<file path="config.mk">
export PLATFORM = sky130hd
export DESIGN_NAME = reg_access_master
export DESIGN_NICKNAME = d
export VERILOG_FILES = /design/src/rtl/reg_access_master.sv
export SDC_FILE = /design/constraint.sdc
export NUM_CORES = 1
export LEC_CHECK = 0
export CORE_MARGIN = 3
export CORE_UTILIZATION = 46
export DETAILED_ROUTE_END_ITERATION = 10
export PLACE_DENSITY = 0.86
export SYNTH_ARGS = -nofsm -noshare
export SYNTH_HDL_FRONTEND = slang
export SYNTH_SLANG_ARGS = --single-unit
</file>
<file path="constraint.sdc">
create_clock -name clk -period 2.29 [get_ports clk]
set_input_delay 0.3435 -clock clk [delete_from_list [all_inputs] [get_ports clk]]
set_output_delay 0.3435 -clock clk [all_outputs]
set_load 0.02 [all_outputs]
</file>
<file path="src/rtl/reg_access_master.sv">
`default_nettype none
// ============================================================================
//  Module      : reg_access_master
//  Description : Initiator on the byte-wide register-file bus. Accepts one
//                physical-addressed datagram command (address, length,
//                direction) and breaks it into single-byte register
//                accesses at consecutive addresses.
//                  - Write commands take one payload byte per access from the
//                    in_* stream; a byte is consumed only when the bus
//                    accepts the access carrying it.
//                  - Read commands issue one access at a time. The registered
//                    rdata is captured and offered on the out_* stream, and
//                    the next access waits until that byte has been taken.
//                A completed command pulses done, with wkc_inc flagging a
//                non-empty command. abort drops the command without done.
//  Ports       :
//    clk, rst                    clock, asynchronous active-high reset
//    cmd_valid/cmd_ready         command handshake (ready only when idle)
//    cmd_read/cmd_addr/cmd_len   command direction, first address, byte count
//    abort                       frame error, terminates the active command
//    in_valid/in_data/in_ready   write payload stream
//    out_valid/out_data/out_ready read data stream
//    sof/eof/valid/addr/wdata/read/ready/rdata  register-file bus
//    done/wkc_inc                completion pulse and working-counter flag
//  Revision    : 1.0 - initial release
// ============================================================================
module reg_access_master #(
    parameter int ADDR_W = 16,
    parameter int LEN_W  = 11
) (
    input  logic              clk,
    input  logic              rst,
    // command from the datagram processor
    input  logic              cmd_valid,
    output logic              cmd_ready,
    input  logic              cmd_read,
    input  logic [ADDR_W-1:0] cmd_addr,
    input  logic [LEN_W-1:0]  cmd_len,
    input  logic              abort,
    // write payload stream
    input  logic              in_valid,
    input  logic [7:0]        in_data,
    output logic              in_ready,
    // read data stream
    output logic              out_valid,
    output logic [7:0]        out_data,
    input  logic              out_ready,
    // register-file bus
    output logic              sof,
    output logic              eof,
    output logic              valid,
    output logic [ADDR_W-1:0] addr,
    output logic [7:0]        wdata,
    output logic              read,
    input  logic              ready,
    input  logic [7:0]        rdata,
    // completion
    output logic              done,
    output logic              wkc_inc
);

    typedef enum logic [2:0] {
        S_IDLE   = 3'd0,
        S_WR_REQ = 3'd1,
        S_RD_REQ = 3'd2,
        S_RD_CAP = 3'd3,
        S_RD_OUT = 3'd4,
        S_FIN    = 3'd5
    } state_t;

    state_t             r_state;
    state_t             w_state_nxt;

    // The command direction is not stored separately: the WR_* / RD_* state
    // path chosen at capture already carries it.
    logic [ADDR_W-1:0]  r_addr;
    logic [LEN_W-1:0]   r_remaining;
    logic               r_first;     // next accepted access is the first one
    logic               r_len_nz;    // latched command length was non-zero
    logic [7:0]         r_rdata;     // read holding register

    logic               w_cmd_take;
    logic               w_last;      // the access in flight is the final one
    logic               w_bus_acc;   // bus access completes this cycle
    logic               w_step;      // byte finished: advance addr/remaining

    assign w_cmd_take = cmd_valid && (r_state == S_IDLE);
    assign w_last     = (r_remaining == LEN_W'(1));
    assign w_bus_acc  = valid && ready;

    // ------------------------------------------------------------------
    // Next-state and output decode
    // ------------------------------------------------------------------
    always_comb begin
        w_state_nxt = r_state;
        cmd_ready   = 1'b0;
        valid       = 1'b0;
        read        = 1'b0;
        in_ready    = 1'b0;
        out_valid   = 1'b0;
        done        = 1'b0;
        wkc_inc     = 1'b0;
        w_step      = 1'b0;

        case (r_state)
            S_IDLE: begin
                cmd_ready = 1'b1;
                if (cmd_valid) begin
                    if (cmd_len == '0) begin
                        w_state_nxt = S_FIN;
                    end else if (cmd_read) begin
                        w_state_nxt = S_RD_REQ;
                    end else begin
                        w_state_nxt = S_WR_REQ;
                    end
                end
            end

            S_WR_REQ: begin
                // The payload byte rides straight onto the bus; the stream
                // only sees it consumed when the responder takes it.
                valid    = in_valid;
                in_ready = ready;
                if (in_valid && ready) begin
                    w_step = 1'b1;
                    if (w_last) begin
                        w_state_nxt = S_FIN;
                    end
                end
            end

            S_RD_REQ: begin
                valid = 1'b1;
                read  = 1'b1;
                if (ready) begin
                    w_state_nxt = S_RD_CAP;
                end
            end

            S_RD_CAP: begin
                // rdata is registered by the responder: it is valid now,
                // one cycle after the read was accepted.
                w_state_nxt = S_RD_OUT;
            end

            S_RD_OUT: begin
                out_valid = 1'b1;
                if (out_ready) begin
                    w_step      = 1'b1;
                    w_state_nxt = w_last ? S_FIN : S_RD_REQ;
                end
            end

            S_FIN: begin
                // An abort landing here still ends the command unreported.
                done        = !abort;
                wkc_inc     = r_len_nz && !abort;
                w_state_nxt = S_IDLE;
            end

            default: begin
                w_state_nxt = S_IDLE;
            end
        endcase

        // Abort wins over every transition. An access accepted in the same
        // cycle still stands because valid/ready are left untouched here.
        if (abort && (r_state != S_IDLE)) begin
            w_state_nxt = S_IDLE;
        end
    end

    // Address/data are forced to zero whenever no access is presented so the
    // bus is quiet between commands.
    assign sof      = valid && r_first;
    assign eof      = valid && w_last;
    assign addr     = valid ? r_addr : '0;
    assign wdata    = (valid && !read) ? in_data : 8'h00;
    assign out_data = out_valid ? r_rdata : 8'h00;

    // ------------------------------------------------------------------
    // State and datapath registers
    // ------------------------------------------------------------------
    always_ff @(posedge clk or posedge rst) begin
        if (rst) begin
            r_state     <= S_IDLE;
            r_addr      <= '0;
            r_remaining <= '0;
            r_first     <= 1'b0;
            r_len_nz    <= 1'b0;
            r_rdata     <= 8'h00;
        end else begin
            r_state <= w_state_nxt;

            if (w_cmd_take) begin
                r_addr      <= cmd_addr;
                r_remaining <= cmd_len;
                r_first     <= 1'b1;
                r_len_nz    <= (cmd_len != '0);
            end

            if (w_bus_acc) begin
                r_first <= 1'b0;
            end

            // Wraps modulo 2^ADDR_W by construction.
            if (w_step) begin
                r_addr      <= r_addr + ADDR_W'(1);
                r_remaining <= r_remaining - LEN_W'(1);
            end

            if (r_state == S_RD_CAP) begin
                r_rdata <= rdata;
            end
        end
    end

endmodule
`default_nettype wire
</file>
==> summary.txt, run 1 <==
Outcome
  – Status: finished, final reports clean

Drt
  – Post-Route WL: roughly 7.8 mm
  – # DRC: 0
  – Iter 0 DRT Violations: roughly 230
  – Vias/cell: ~5.8
  – First-pass DRT Iterations: 4
  – Wirelength per Cell: approximately 17 um
  – DR vias: between 2,000 and 3,000
  – DRT antenna net count: 0

CTS
  – CTS H-tree lvls: 2
  – Hold-fix buffers, CTS: 0
  – # clock sinks: 40
  – Clk_lat worst skew: between 200 and 300 ps
  – Clock-pin slew on the worst setup and hold paths: 70 ps
  – CTS buffer count: 5
  – CTS Buffer Depth: 2
  – CTS tree: yes
  – Clock root cell: clkbuf_8
  – Postcts setup bufs: 0

Pwr
  – Leakage dissipation: between 1.5 and 2 nW
  – Power per Cell Area: between 1000 and 1500 nW/um2
  – Maximum VDD drop: ~0.58 mV

Timing
  – RSZ-0062 raised after global routing: false
  – Hold Vio Cnt, Final: 0
  – Slew Limit Fails: 0
  – Final WS setup: between 80 and 90 ps
  – Fin crit period: roughly 2200 ps
  – Clock Skew: 2.920 ps
  – Max-slew headroom: 0.6391
  – Worst-Margin Slew: around 540 ps
  – Final period util: 0.9634
  – Post-Route Setup TNS: 0 ps
  – Achievable Freq: 0.4533 GHz
  – Final setup viols: 0

Synth
  – EDFF count, synth: 0
  – Dominant cells by area after synthesis: dfrtp_1, and2_1, mux2_2
  – Yosys top cell area share: 0.3788
  – Syn_nets: approximately 340
  – Yosys warns: 0
  – Top-count cell post-synth: dfrtp_1
  – Syn avg cell area: approximately 9.3 um2
  – FFs w/ async S/R, synth: 1.000
  – Syn Inst Count: ~280
  – Post-Syn Area: 2643 um2
  – Sequential cell area fraction in the yosys report: 0.3788
  – Top post-synthesis cells by count: dfrtp_1, and2_1, nand2_1
  – Synthesis-stage register bit count: 40
  – Most common flop cell mapped by yosys: dfrtp_1
  – Yosys top cell by area: dfrtp_1
  – Distinct cell type count after synthesis: 60

Final layout
  – FILL cells: approximately 440
  – Final Cell Area: between 3000 and 4000 um2
  – Nets: ~460
  – Layout cell share with drive strength beyond 1: 0.2005
  – Final core utilization: 0.7219
  – Area Overhead vs Synth: 45.74%
  – Diodes inserted: 0

Critical path
  – Critical path's most frequent cell: buf_4
  – Worst EP arrival: roughly 1900 ps
  – Worst path slowest cell: clkdlybuf4s50_1
  – Family with the most delay on the worst path: buffers and inverters
  – Largest stage delay on the critical path: 610 ps
  – Worst EP required: 1950 ps
  – CP bufs+invs: 3
  – Setup crit start kind: flip-flop
  – Critical path class: flip-flop to primary output
  – CP endpoint kind: primary output
  – Worst-path cell chain: buf_4 -> nor3b_2 -> buf_4 -> clkdlybuf4s50_1
  – Crit Path Max Fanout: 10

Floorplan
  – Rows: 26
  – CORE AREA: ~5300 um2
  – Die Ht: ~82 um
  – Die W: 81.80 um
  – DIE AREA: 6690 um2
  – Io pins: between 90 and 100
  – Initial Util: 0.4953

Global routing
  – GR Overflow Total: 0
  – Initial antenna violation count: 0
  – First-pass GRT wire length: ~13 mm
  – Largest net degree at the start of global routing: a little over 40
  – Vias in the first global route: about 2,700
  – Global Route Usage Sum: 0.2468

Hold path
  – Hold WC Path Type: primary input to asynchronous set/reset pin

Placement
  – Placed inst area: around 3800 um2
  – Place WS: -129.8 ps
  – Port buffer count: between 90 and 100
  – DP HPWL: between 6 and 7 mm
  – Final GP Congestion: just under 0.9

Flow run
  – # Max-Cap Violations: 0
==> flip-flops by register name, indices dropped and copies added, names as in the netlist <==
register / flops
r_remaining: 11
r_state: 3
r_first: 1
r_len_nz: 1
r_rdata: 8
r_addr: 16
==> area by class of cell <==
cell class	instances	area, um2	share of cell area
Clock buffer	8	90.09	0.02339
Sequential cell	40	1001	0.2599
Tap cell	70	87.58	0.02274
Multi-Input combinational cell	217	1531	0.3977
Inverter	11	41.29	0.01072
Timing Repair Buffer	128	1100	0.2856
==> power breakdown <==
part | switching, mW | internal [mW] | leakage (nW) | total, mW
clock | 0.242 | 0.246 | 0.0455 | 0.488
combinational | 1.32 | 1.14 | 1.21 | 2.45
sequential | 0.332 | 1.05 | 0.477 | 1.38
total | 1.89 | 2.43 | 1.73 | 4.32
==> repair_timing <==
action / in CTS / in global routing
pin swaps: 0 / 0
gates resized for setup: 38 / 31
setup endpoints to repair: 37 / 18
==> metrics by stage <==
step | std cells | hold WS, ps | total power, mW
5_1_grt | 474 | 521.8 | 4.652
4_1_cts | 474 | 496.2 | 4.352
6_report | 474 | 489.6 | 4.324
3_3_place_gp | 466 | 473.2 | 3.865
3_5_place_dp | 466 | 486.0 | 3.973
2_1_floorplan | 283 | 428.2 | 2.853
==> kinds of logic (layout without fill, tap and decap cells) <==
logic type / after synthesis / after routing / share of synthesized area
compound gates: 67 / 67 / 0.2121
fa+ha+maj: 3 / 3 / 0.01421
buf+inv: 26 / 147 / 0.04545
flops: 40 / 40 / 0.3788
mux: 12 / 12 / 0.05208
simple gates: 135 / 135 / 0.2973
==> path summary, 6_finish.rpt <==
| path | from | endpoint | slack, ps | depth (start not counted) |
|---|---|---|---|---|
| worst min-delay path | rst | r_len_nz$_DFFE_PP0P_ | 490 | 3 |
| min in group clk | r_rdata[3]$_DFFE_PP0P_ | r_rdata[3]$_DFFE_PP0P_ | 500 | 1 |
| max in group asynchronous | rst | r_remaining[5]$_DFFE_PP0P_ | 1440 | 3 |
| worst max register to register | r_remaining[3]$_DFFE_PP0P_ | r_state[1]$_DFFE_PP0P_ | 300 | 5 |
| worst max-delay path | r_state[1]$_DFFE_PP0P_ | out_valid | 80 | 4 |
| worst min register to register | r_rdata[3]$_DFFE_PP0P_ | r_rdata[3]$_DFFE_PP0P_ | 500 | 1 |
==> worst min-delay path: cells and delay by family <==
family                 cells  cell delay [ps]
buffers and inverters      3              890
==> cell usage in the layout, fill, tap and decap left out, types with 3 or more instances in the layout <==
cell / Yosys / final
a211oi_1: 5 / 5
a21o_1: 5 / 5
a21oi_1: 6 / 6
a311oi_1: 4 / 4
a32oi_1: 3 / 3
and2_1: 32 / 32
and3_1: 4 / 4
and4_1: 4 / 4
buf_4: 1 / 38
clkbuf_2: 0 / 13
clkbuf_8: 0 / 6
clkdlybuf4s50_1: 0 / 52
dfrtp_1: 40 / 40
dlygate4sd2_1: 0 / 21
ha_1: 3 / 3
inv_1: 11 / 11
mux2_2: 10 / 10
nand2_1: 25 / 25
nand2b_1: 3 / 3
nand3_1: 7 / 7
nand4_1: 5 / 5
nor2_1: 22 / 22
nor3_1: 10 / 9
nor3b_2: 2 / 3
nor4_1: 5 / 5
o211ai_1: 8 / 8
o21ai_0: 3 / 3
o311ai_0: 6 / 6
o31ai_1: 3 / 3
or3_1: 3 / 3
==> routing by layer <==
metal	vias to the layer above	share of wire	global-route usage
li1	1312	-	-
met1	1332	0.44	0.3239
met2	89	0.50	0.4120
met3	5	0.053	0.04276
met4	0	0.0094	0.07973
met5	-	0	0
(Power assumes the default switching activity.)
==> run 2, diff against run 1 <==
CORE_ASPECT_RATIO = 0.9   (was unset)
==> run 2 against run 1 <==
Non-clock buffer count fell by 1. Register-to-register slack barely moved. Sequential power barely moved. Clock skew rose by 0.64 ps. First-iteration DRC count fell by 35%. Wire length rose by 0.13%. Via count fell by 0.77%.
==> summary.txt, run 2 (same netlist as run 1, synthesis figures left out) <==
Floorplan
  – Initial Util: 0.4883 (-0.006986)
  – DIE AREA: 6692 um2 (about the same)
  – Rows: 25 (-3.8%)
  – Die W: 85.90 um (+5.0%)
  – Io pins: 92 (unchanged)
  – Die Ht: 77.91 um (-4.8%)
  – CORE AREA: 5411 um2 (+1.4%)

Global routing
  – Initial antenna violation count: 0 (unchanged)
  – Largest net degree at the start of global routing: 41 (unchanged)
  – Global Route Usage Sum: 0.2392 (-0.007577)
  – Vias in the first global route: 2,665 (-1.1%)
  – GR Overflow Total: 0 (unchanged)
  – First-pass GRT wire length: 12.89 mm (+1.5%)

Final layout
  – Layout cell share with drive strength beyond 1: 0.1940 (-0.006465)
  – Number of flip-flops in the largest register: 16 (unchanged)
  – Nets: 456 (-0.22%)
  – Area Overhead vs Synth: 47.92%
  – Final Cell Area: 3909 um2 (+1.5%)
  – Most common cell after layout, fill and taps aside: clkdlybuf4s50_1
  – Largest Register: r_addr
  – Most frequent cells in the layout: clkdlybuf4s50_1, dfrtp_1, buf_4, and2_1, nand2_1
  – Final core utilization: 0.7223 (about the same)
  – Biggest regs: r_addr (16), r_remaining (11), r_rdata (8)
  – Diodes inserted: 0 (unchanged)

Placement
  – DP HPWL: 6.169 mm (+2.6%)
  – Place WS: -225.3 ps (-95.53 ps)
  – Placed inst area: 3821 um2 (-0.49%)
  – Final GP Congestion: 0.9134 (+5.4%)
  – Port buffer count: 91 (unchanged)

Critical path
  – CP endpoint kind: primary output
  – RR Startpoint: r_state[2]$_DFFE_PP0P_
  – Crit Path Max Fanout: 4 (-6)
  – Worst EP required: 1950 ps (about the same)
  – R2R setup slack: 290 ps (about the same)
  – Largest stage delay on the critical path: 410 ps (-200 ps)
  – CP startpoint: r_state[1]$_DFFE_PP0P_
  – Worst path slowest cell: dfrtp_1
  – Critical path class: flip-flop to primary output
  – Worst r2r path cells: 5 (unchanged)
  – FF-to-FF End: r_remaining[7]$_DFFE_PP0P_
  – Worst EP arrival: 1840 ps (-20 ps)
  – Critical Path End: addr[0]
  – Worst-path cell chain: nand2b_1 -> nor2_1 -> nor2_1 -> inv_2 -> buf_4 -> and2_1 -> dlygate4sd2_1
  – CP bufs+invs: 3 (unchanged)
  – Family with the most delay on the worst path: simple AND/OR/NAND/NOR gates
  – Setup crit start kind: flip-flop
  – Stages on the worst setup path: 7 (+3)
  – Critical path's most frequent cell: nor2_1

Drt
  – Iter 0 DRT Violations: 150 (-35%)
  – # DRC: 0 (unchanged)
  – DRT antenna net count: 0 (unchanged)
  – Wirelength per Cell: 16.74 um (+1.2%)
  – Vias/cell: 5.793 (+0.29%)
  – First-pass DRT Iterations: 4 (unchanged)
  – Post-Route WL: 7.852 mm (+0.13%)
  – DR vias: 2,717 (-0.77%)

Timing
  – Max-slew headroom: 0.6020 (-0.03710)
  – Worst hold slack: 465.0 ps (-24.60 ps)
  – Hold Vio Cnt, Final: 0 (unchanged)
  – Final period util: 0.9541 (-0.009284)
  – Slew Limit Fails: 0 (unchanged)
  – Worst-Margin Slew: 597.0 ps (+55.65 ps)
  – Post-Route Setup TNS: 0 ps (unchanged)
  – RSZ-0062 raised after global routing: false
  – Clock Skew: 3.556 ps (+0.6357 ps)
  – Final setup viols: 0 (unchanged)
  – Fin crit period: 2185 ps (-21.26 ps)
  – Achievable Freq: 0.4577 GHz (+0.97%)
  – Final WS setup: 105.1 ps (+21.26 ps)

CTS
  – Hold-fix buffers, CTS: 0 (unchanged)
  – CTS Buffer Depth: 2 (unchanged)
  – CTS buffer count: 5 (unchanged)
  – CTS tree: yes
  – # clock sinks: 40 (unchanged)
  – CTS H-tree lvls: 2 (unchanged)
  – Clock root cell: clkbuf_8
  – Clock-pin slew on the worst setup and hold paths: 70 ps (about the same)
  – Clk_lat worst skew: 290 ps (about the same)

Outcome
  – Status: finished, final reports clean

Flow run
  – # Max-Cap Violations: 0 (unchanged)

Pwr
  – Maximum VDD drop: 0.6123 mV (+4.9%)
  – Power per Cell Area: 1123 nW/um2 (about the same)
  – Leakage dissipation: 1.743 nW (+0.52%)

Hold path
  – Hold WC Path Type: primary input to asynchronous set/reset pin
## run 2: cell count changes in the layout (fill, tap and decap cells not counted)
cell / change
buf_4: -2
clkbuf_1: -2
clkbuf_2: -12
clkbuf_8: +1
clkdlybuf4s15_1: -1
clkdlybuf4s15_2: +11
dlygate4sd2_1: +3
inv_1: -1
inv_2: +1
nor3_1: +1
nor3_2: -1
nor3b_1: +1
nor3b_2: -1
## run 2: repair_timing
action,4_1_cts,5_1_grt
setup endpoints to repair,37,17
setup buffers,0,1
gates resized for setup,60,5
## run 2: per-layer routing
metal	vias up	share of wire	GRT usage
li1	1304	-	-
met1	1305	0.44	0.3231
met2	96	0.49	0.3952
met3	12	0.053	0.04034
met4	0	0.016	0.06329
met5	-	0	0
## run 2: area by class of cell
type	count	area, um2
clock buffer	7	96.34
fill	414	1503
inverter	11	41.29
multi-input combinational	217	1521
sequential	40	1001
tap	67	83.83
timing repair buffer	127	1165
## run 2: worst reg2reg max path: cells and delay by family, from the launching register on
kind	cells	cell delay, ps
AOI/OAI and AO/OA	3	1060
DFF	1	380
and+or+nand+nor	1	240
buffers and inverters	1	180
## run 2: how the worst min path moves through the flow
stage / endpoint / depth (start not counted)
after floorplan: r_first$_DFFE_PP0P_ / 1
after global placement: r_len_nz$_DFFE_PP0P_ / 2
after detailed placement: r_len_nz$_DFFE_PP0P_ / 2
after CTS: r_rdata[5]$_DFFE_PP0P_ / 3
after global routing: r_rdata[0]$_DFFE_PP0P_ / 1
final: r_rdata[6]$_DFFE_PP0P_ / 3
## run 2: metrics by stage
step	cells	total power, mW
CTS	468	4.394
finish	469	4.391
detailed placement	461	3.974
global placement	461	3.841
floorplan	283	2.853
global route	469	4.701
## run 2: power breakdown
group	leakage, nW	internal (mW)	switching (mW)
clock network	0.0503	0.268	0.240
registers	0.477	1.05	0.326
logic	1.22	1.19	1.32
total	1.74	2.51	1.88
